==> config.mk <==
export PLATFORM = sky130hd
export DESIGN_NAME = alut_apb_master7
export DESIGN_NICKNAME = d
export VERILOG_FILES = /design/src/rtl/alut_apb_master7.sv
export SDC_FILE = /design/constraint.sdc
export NUM_CORES = 1
export LEC_CHECK = 0
export CORE_UTILIZATION = 36
export CTS_BUF_LIST = sky130_fd_sc_hd__clkbuf_8
export DETAILED_ROUTE_END_ITERATION = 8
export SYNTH_ARGS = -nofsm -noshare
export SYNTH_HDL_FRONTEND = slang
export SYNTH_SLANG_ARGS = --single-unit
==> constraint.sdc <==
create_clock -name pclk7 -period 11.5 [get_ports pclk7]
set_input_delay 2.3 -clock pclk7 [delete_from_list [all_inputs] [get_ports pclk7]]
set_output_delay 2.3 -clock pclk7 [all_outputs]
set_load 0.05 [all_outputs]
==> src/rtl/alut_apb_master7.sv <==
// alut_apb_master7: host command port to APB2 initiator for the ALUT bank.
// Supports single read/write and a hardware poll with mask/match and retry budget.
module alut_apb_master7 #(
    parameter int unsigned POLL_MAX = 255,
    parameter int unsigned POLL_GAP = 2
) (
    input  logic        pclk7,
    input  logic        p_reset7,
    input  logic        cmd_valid7,
    output logic        cmd_ready7,
    input  logic [1:0]  cmd_op7,
    input  logic [6:0]  cmd_addr7,
    input  logic [31:0] cmd_wdata7,
    input  logic [31:0] cmd_mask7,
    output logic        rsp_valid7,
    output logic [31:0] rsp_rdata7,
    output logic        rsp_err7,
    output logic        psel7,
    output logic        penable7,
    output logic        pwrite7,
    output logic [6:0]  paddr7,
    output logic [31:0] pwdata7,
    input  logic [31:0] prdata7
);

    typedef enum logic [1:0] {IDLE, SETUP, ACCESS, GAP} state_t;

    localparam logic [1:0] OP_WR   = 2'd1;
    localparam logic [1:0] OP_POLL = 2'd2;
    localparam logic [1:0] OP_ILL  = 2'd3;

    localparam logic [7:0] LAST_CNT = 8'(POLL_MAX);
    localparam logic [3:0] GAP_LAST = 4'(POLL_GAP - 1);

    state_t      state;
    state_t      state_d;
    logic [1:0]  op_q;
    logic [31:0] match_q;
    logic [31:0] mask_q;
    logic [7:0]  cnt_q;
    logic [7:0]  cnt_inc;
    logic [3:0]  gap_q;
    logic        accept;
    logic        hit;
    logic        last;
    logic        done;

    assign cmd_ready7 = (state == IDLE);
    assign accept     = cmd_valid7 && cmd_ready7;
    assign hit        = ((prdata7 ^ match_q) & mask_q) == 32'h0;
    assign cnt_inc    = cnt_q + 8'd1;
    assign last       = (cnt_inc == LAST_CNT);
    assign done       = (op_q != OP_POLL) || hit || last;

    // Next-state decode for the APB phase sequencer
    always_comb begin
        state_d = state;
        unique case (state)
            IDLE: begin
                if (accept && cmd_op7 != OP_ILL)
                    state_d = SETUP;
            end
            SETUP: state_d = ACCESS;
            ACCESS: begin
                if (done)
                    state_d = IDLE;
                else if (POLL_GAP == 0)
                    state_d = SETUP;
                else
                    state_d = GAP;
            end
            GAP: begin
                if (gap_q == GAP_LAST)
                    state_d = SETUP;
            end
            default: state_d = IDLE;
        endcase
    end

    // State register
    always_ff @(posedge pclk7 or posedge p_reset7) begin
        if (p_reset7)
            state <= IDLE;
        else
            state <= state_d;
    end

    // APB strobes follow the upcoming phase so they are registered
    always_ff @(posedge pclk7 or posedge p_reset7) begin
        if (p_reset7) begin
            psel7    <= 1'b0;
            penable7 <= 1'b0;
        end else begin
            psel7    <= (state_d == SETUP) || (state_d == ACCESS);
            penable7 <= (state_d == ACCESS);
        end
    end

    // Latch the accepted command; APB address/data hold while idle
    always_ff @(posedge pclk7 or posedge p_reset7) begin
        if (p_reset7) begin
            op_q    <= 2'd0;
            match_q <= 32'h0;
            mask_q  <= 32'h0;
            paddr7  <= 7'h0;
            pwdata7 <= 32'h0;
            pwrite7 <= 1'b0;
        end else if (accept && cmd_op7 != OP_ILL) begin
            op_q    <= cmd_op7;
            match_q <= cmd_wdata7;
            mask_q  <= cmd_mask7;
            paddr7  <= cmd_addr7;
            pwrite7 <= (cmd_op7 == OP_WR);
            if (cmd_op7 == OP_WR)
                pwdata7 <= cmd_wdata7;
        end
    end

    // Poll read counter and inter-read gap counter
    always_ff @(posedge pclk7 or posedge p_reset7) begin
        if (p_reset7) begin
            cnt_q <= 8'd0;
            gap_q <= 4'd0;
        end else begin
            if (accept)
                cnt_q <= 8'd0;
            else if (state == ACCESS && !last)
                cnt_q <= cnt_inc;
            if (state == GAP)
                gap_q <= gap_q + 4'd1;
            else
                gap_q <= 4'd0;
        end
    end

    // Completion pulse with read data and error flag
    always_ff @(posedge pclk7 or posedge p_reset7) begin
        if (p_reset7) begin
            rsp_valid7 <= 1'b0;
            rsp_rdata7 <= 32'h0;
            rsp_err7   <= 1'b0;
        end else begin
            rsp_valid7 <= 1'b0;
            if (accept && cmd_op7 == OP_ILL) begin
                rsp_valid7 <= 1'b1;
                rsp_rdata7 <= 32'h0;
                rsp_err7   <= 1'b1;
            end else if (state == ACCESS && done) begin
                rsp_valid7 <= 1'b1;
                rsp_rdata7 <= (op_q == OP_WR) ? 32'h0 : prdata7;
                rsp_err7   <= (op_q == OP_POLL) && !hit;
            end
        end
    end

endmodule

# == Word level (Yosys, flattened, before mapping) ==
# Cells that the tools add are included.
# W data, S select, Z words.
# word_totals
out_inout_bits,77
regBits,156
# classes
bitwise_logic,2
eq_ne,13
n_reduce_logical,16
n_addsub,2
muxes,14
# op_table
op,n
$mux W32,3
$and A32 B32 Y32,1
$logic_not A32 Y1,1
$xor A32 B32 Y32,1
$mux W8,2
$eq A2 B2 Y1 const B,5
$add A8 B1 Y8 const B,1
$eq A2 B1 Y1 const B,4
$eq A8 B8 Y1 const B,1
$pmux W2 S4,1
$logic_and A1 B1 Y1,6
$mux W2,3
$add A4 B1 Y4 const B,1
$eq A4 B1 Y1 const B,1
$mux W1,4
$mux W4,1
$ne A2 B2 Y1 const B,2
$reduce_bool A2 Y1,2
$logic_or A1 B1 Y1,3
$logic_not A1 Y1,2
$logic_not A2 Y1,1
$reduce_and A2 Y1,1

# == Longest topological paths before layout ==
# depth
word_depth,9
ltp_mapped,10
depth_no_buf,9

# == Worst setup path after synthesis ==
# No wires, ideal clock.
# synth_path
path_kind,in2reg
start,in prdata7[27]
end,reg rsp_rdata7[13]
stages,7
arrival_time_ps,3917
t_required_ps,11378
path_buffers,1
path_slack_ps,7462
setup_time_ps,122
cell_sequence,xor2_1 > a22oi_1 > nand4_1 > or4_4 > a31o_4 > buf_6 > a32o_1
# synth_between
elab_chain_cells,7
# synth_rtl
item,line_no,text
"start, declared",23,input logic [31:0] prdata7
$xor A32 B32 Y32,50,assign hit = ((prdata7 ^ match_q) & mask_q) == 32'h0;
$and A32 B32 Y32,50,
$logic_not A32 Y1,50,
$logic_or A1 B1 Y1 (2 in series),53,assign done = (op_q != OP_POLL) || hit || last;
$logic_and A1 B1 Y1,148,end else if (state == ACCESS && done) begin
$reduce_bool A2 Y1 (no source line),--,
"end signal, assigned",150,rsp_rdata7 <= (op_q == OP_WR) ? 32'h0 : prdata7;
"end, declared",16,"output logic [31:0] rsp_rdata7,"
# Every way passes these cells.
# A chain may end at the register's enable or synchronous reset.

# == Worst setup path in the final report ==
# layout_path
start,in prdata7[16]
end,reg rsp_rdata7[25]
# The elaborated chain is that of the path after synthesis.

==> results.md <==
* Status: finished clean
* Clk_lat worst skew at 460 ps
* Slowest library cell on the worst path: a31oi_4
* Synth Instances at 621
* Library cells used by synthesis at 42
* CTS resizes at 0
* Worst path max stage delay at 890 ps
* Crit-path max FO at 32
* # fillers at 1610
* 1st-pass router iterations at 4
* H-tree levels at 4
* Final setup viols at 0
* CP bufs+invs at 1
* Fmax at 210 MHz
* Post-route minimum period at 4760 ps
* Gpl congestion at 0.783
* P&R area growth vs syn at 38.1%
* Vias in the first global route at 5258
* Critical Path Start Type: primary input
* Worst slew pin tran at 1090 ps
* Aggregate global-route resource usage at 0.199
* CTS tree: yes
* Seq/Total Area, Yosys at 0.592
* Fin. max-slew vios at 0
* Layout cells sized above 1 at 0.0973
* Total grt overflow at 0
* Max-cap violations at 0
* Synth top area share at 0.592
* Die Y at 137 um
* Synth top area cells: dfrtp_1 (59%), nand2_1 (13%), mux2_2 (5.5%), a32o_1 (4.9%), xor2_1 (4.4%)
* Total negative slack at 0 ps
* WP data required at 11880 ps
* DR WL/cell at 17.0 um
* Hold WS at 480 ps
* Unrepaired setup endpoints after global routing: false
* CTS max path bufs at 2
* Hpwl dp at 12300 um
* DR vias/cell at 4.92
* FP Rows at 49
* IO buf count at 184
* WL final at 17700 um
* Syn Area/Cell at 10.6 um^2
* CP top delay family: compound AO/OA/AOI/OAI gates
* CP Cell Sequence: clkdlybuf4s50_1 -> xor2_1 -> a22oi_1 -> nand4_1 -> or4_4 -> a31oi_4 -> a32o_1
* Clk slew on worst S/H paths at 80 ps
* Crit path DAT at 5140 ps
* # hold bufs at CTS at 0
* Largest net degree at the start of global routing at 87
* Core area at 18000 um^2
* Setup bufs post-CTS at 0
* Clk_skew at 16.1 ps
* Initial DRC count at 300
* DR DRC count at 0
* Vias at 5123
* Part of the cycle the worst path needs at 0.414
* Number of synthesized register bits at 156
* Synth warn at 0
* Die Wd at 137 um
* P per Cell Area at 289 nW/um^2
* CTS Buf Count at 17
* Initial Util at 0.367
* Final hold vios at 0
* I/O pin count at 185
* Nature of the critical path endpoint: register
* CP Class: primary input to register
* N_diodes at 0
* Root buf cell: clkbuf_8
* Syn Nets at 734
* Max-slew headroom at 0.275
* Initial antenna violation count at 0
* CTS Sinks at 156
* HP Class: register to register
* Maximum VDD drop at 0.148 mV
* Static Leak at 4.15 nW
* Die footprint at 18900 um^2
* Nets at 912
* Final ANT Viol Nets at 0
* Cell Area, Synth at 6600 um^2
* First-pass GRT wire length at 27800 um
* Yosys top cell by area: dfrtp_1
-- power breakdown --
part / switching [mW] / internal (mW) / leakage, nW
registers: 0.146 / 0.786 / 1.95
clock network: 0.210 / 0.265 / 0.225
logic: 0.783 / 0.448 / 1.98
-- path summary, 6_finish.rpt --
check	from	end	slack [ps]	cells past startpoint
max in group asynchronous	p_reset7	gap_q[2]$_DFF_PP0_	7670	3
setup reg to reg	state[1]$_DFF_PP0_	pwdata7[4]$_DFFE_PP0P_	8390	6
hold / removal	mask_q[16]$_DFFE_PP0P_	mask_q[16]$_DFFE_PP0P_	480	2
min in group asynchronous	p_reset7	pwdata7[5]$_DFFE_PP0P_	2360	2
hold reg to reg	mask_q[16]$_DFFE_PP0P_	mask_q[16]$_DFFE_PP0P_	480	2
setup / recovery	prdata7[16]	rsp_rdata7[25]$_DFFE_PP0P_	6740	7
-- kinds of logic (layout without fill, tap and decap cells) --
kind of cell             Yosys count  in the layout  synth area share
AND/OR/NAND/NOR                  274            274             0.166
flip-flops                       156            156             0.592
AO/OA/AOI/OAI                     73             73            0.0948
buffers and inverters             40            231            0.0279
multiplexers                      37             37            0.0622
XOR/XNOR                          36             36            0.0478
adder cells (fa/ha/maj)            5              5           0.00948
-- per-layer routing --
metal / global-route usage / share of wire / vias up
li1: - / - / 2434
met1: 0.253 / 0.44 / 2523
met2: 0.322 / 0.47 / 151
met3: 0.0640 / 0.079 / 15
met4: 0.0604 / 0.011 / 0
met5: 0 / 0 / -
-- metrics by stage --
step / utilization / cells / total power [mW] / area [um^2] / setup slack (ps)
3_5_place_dp: 0.481 / 1009 / 2.18 / 8640 / 6230
4_1_cts: 0.507 / 1041 / 2.67 / 9110 / 6700
3_3_place_gp: 0.481 / 1009 / 2.16 / 8640 / 6240
2_1_floorplan: - / 621 / 1.75 / 6600 / 4990
6_report: 0.507 / 1041 / 2.64 / 9110 / 6740
5_1_grt: 0.507 / 1041 / 2.79 / 9110 / 6630
-- state kept, by name, summed over array words and instances, names as in the netlist, 2 cells and up --
signal      count
cnt_q           8
gap_q           4
mask_q         32
match_q        32
op_q            2
paddr7          7
pwdata7        32
rsp_rdata7     32
state           2
-- area by class of cell --
| type | count | area [um^2] | share of cell area |
|---|---|---|---|
| flip-flops and latches | 156 | 3900 | 0.429 |
| multi-input cells | 425 | 2540 | 0.279 |
| repair buffers | 187 | 1860 | 0.205 |
| clock buffers | 18 | 248 | 0.0272 |
| well taps | 229 | 287 | 0.0315 |
| inverters | 12 | 50.0 | 0.00549 |
| clock inverters | 14 | 218 | 0.0239 |
-- worst register-to-register path: stages, from the launching register on --
cell	delay, ps
dfrtp_1	430
nor2_1	250
nand2_1	230
a21oi_4	160
buf_4	670
nand2_2	730
mux2_2	530
-- placed cells by master, fill, tap and decap left out, types with 5 or more instances in the layout --
master	count
a32o_1	32
nand3_1	7
nor2_1	18
inv_1	11
nand2_1	226
ha_1	5
bufinv_16	5
clkbuf_8	18
o21ai_0	5
dfrtp_1	156
clkdlybuf4s50_1	184
a22oi_1	16
mux2i_1	5
mux2_2	32
xor2_1	33
nand4_1	6
-- cell usage after synthesis --
cell	n
inv_1	12
nor3_1	2
and3b_1	1
and2_1	2
a31oi_2	1
nand4_1	6
buf_1	3
a22oi_1	16
a21oi_1	4
a32o_1	32
xor2_1	33
mux2i_1	5
buf_6	3
nor2_1	18
nand2_1	228
o211ai_1	1
clkbuf_1	19
mux2_2	32
nand3_1	8
a21o_1	1
o22ai_1	2
o2bb2ai_1	1
or4_4	1
o21bai_1	1
xnor2_1	3
o21ai_0	5
or2_2	1
buf_4	3
ha_1	5
a31o_4	1
a21bo_2	1
nand2b_1	2
a31oi_1	1
a31o_2	1
nor2b_1	3
o221ai_1	1
a21boi_0	1
a22o_1	1
dfrtp_1	156
nand3b_1	2
a21oi_2	1
o31ai_1	1
(Power assumes the default switching activity.)
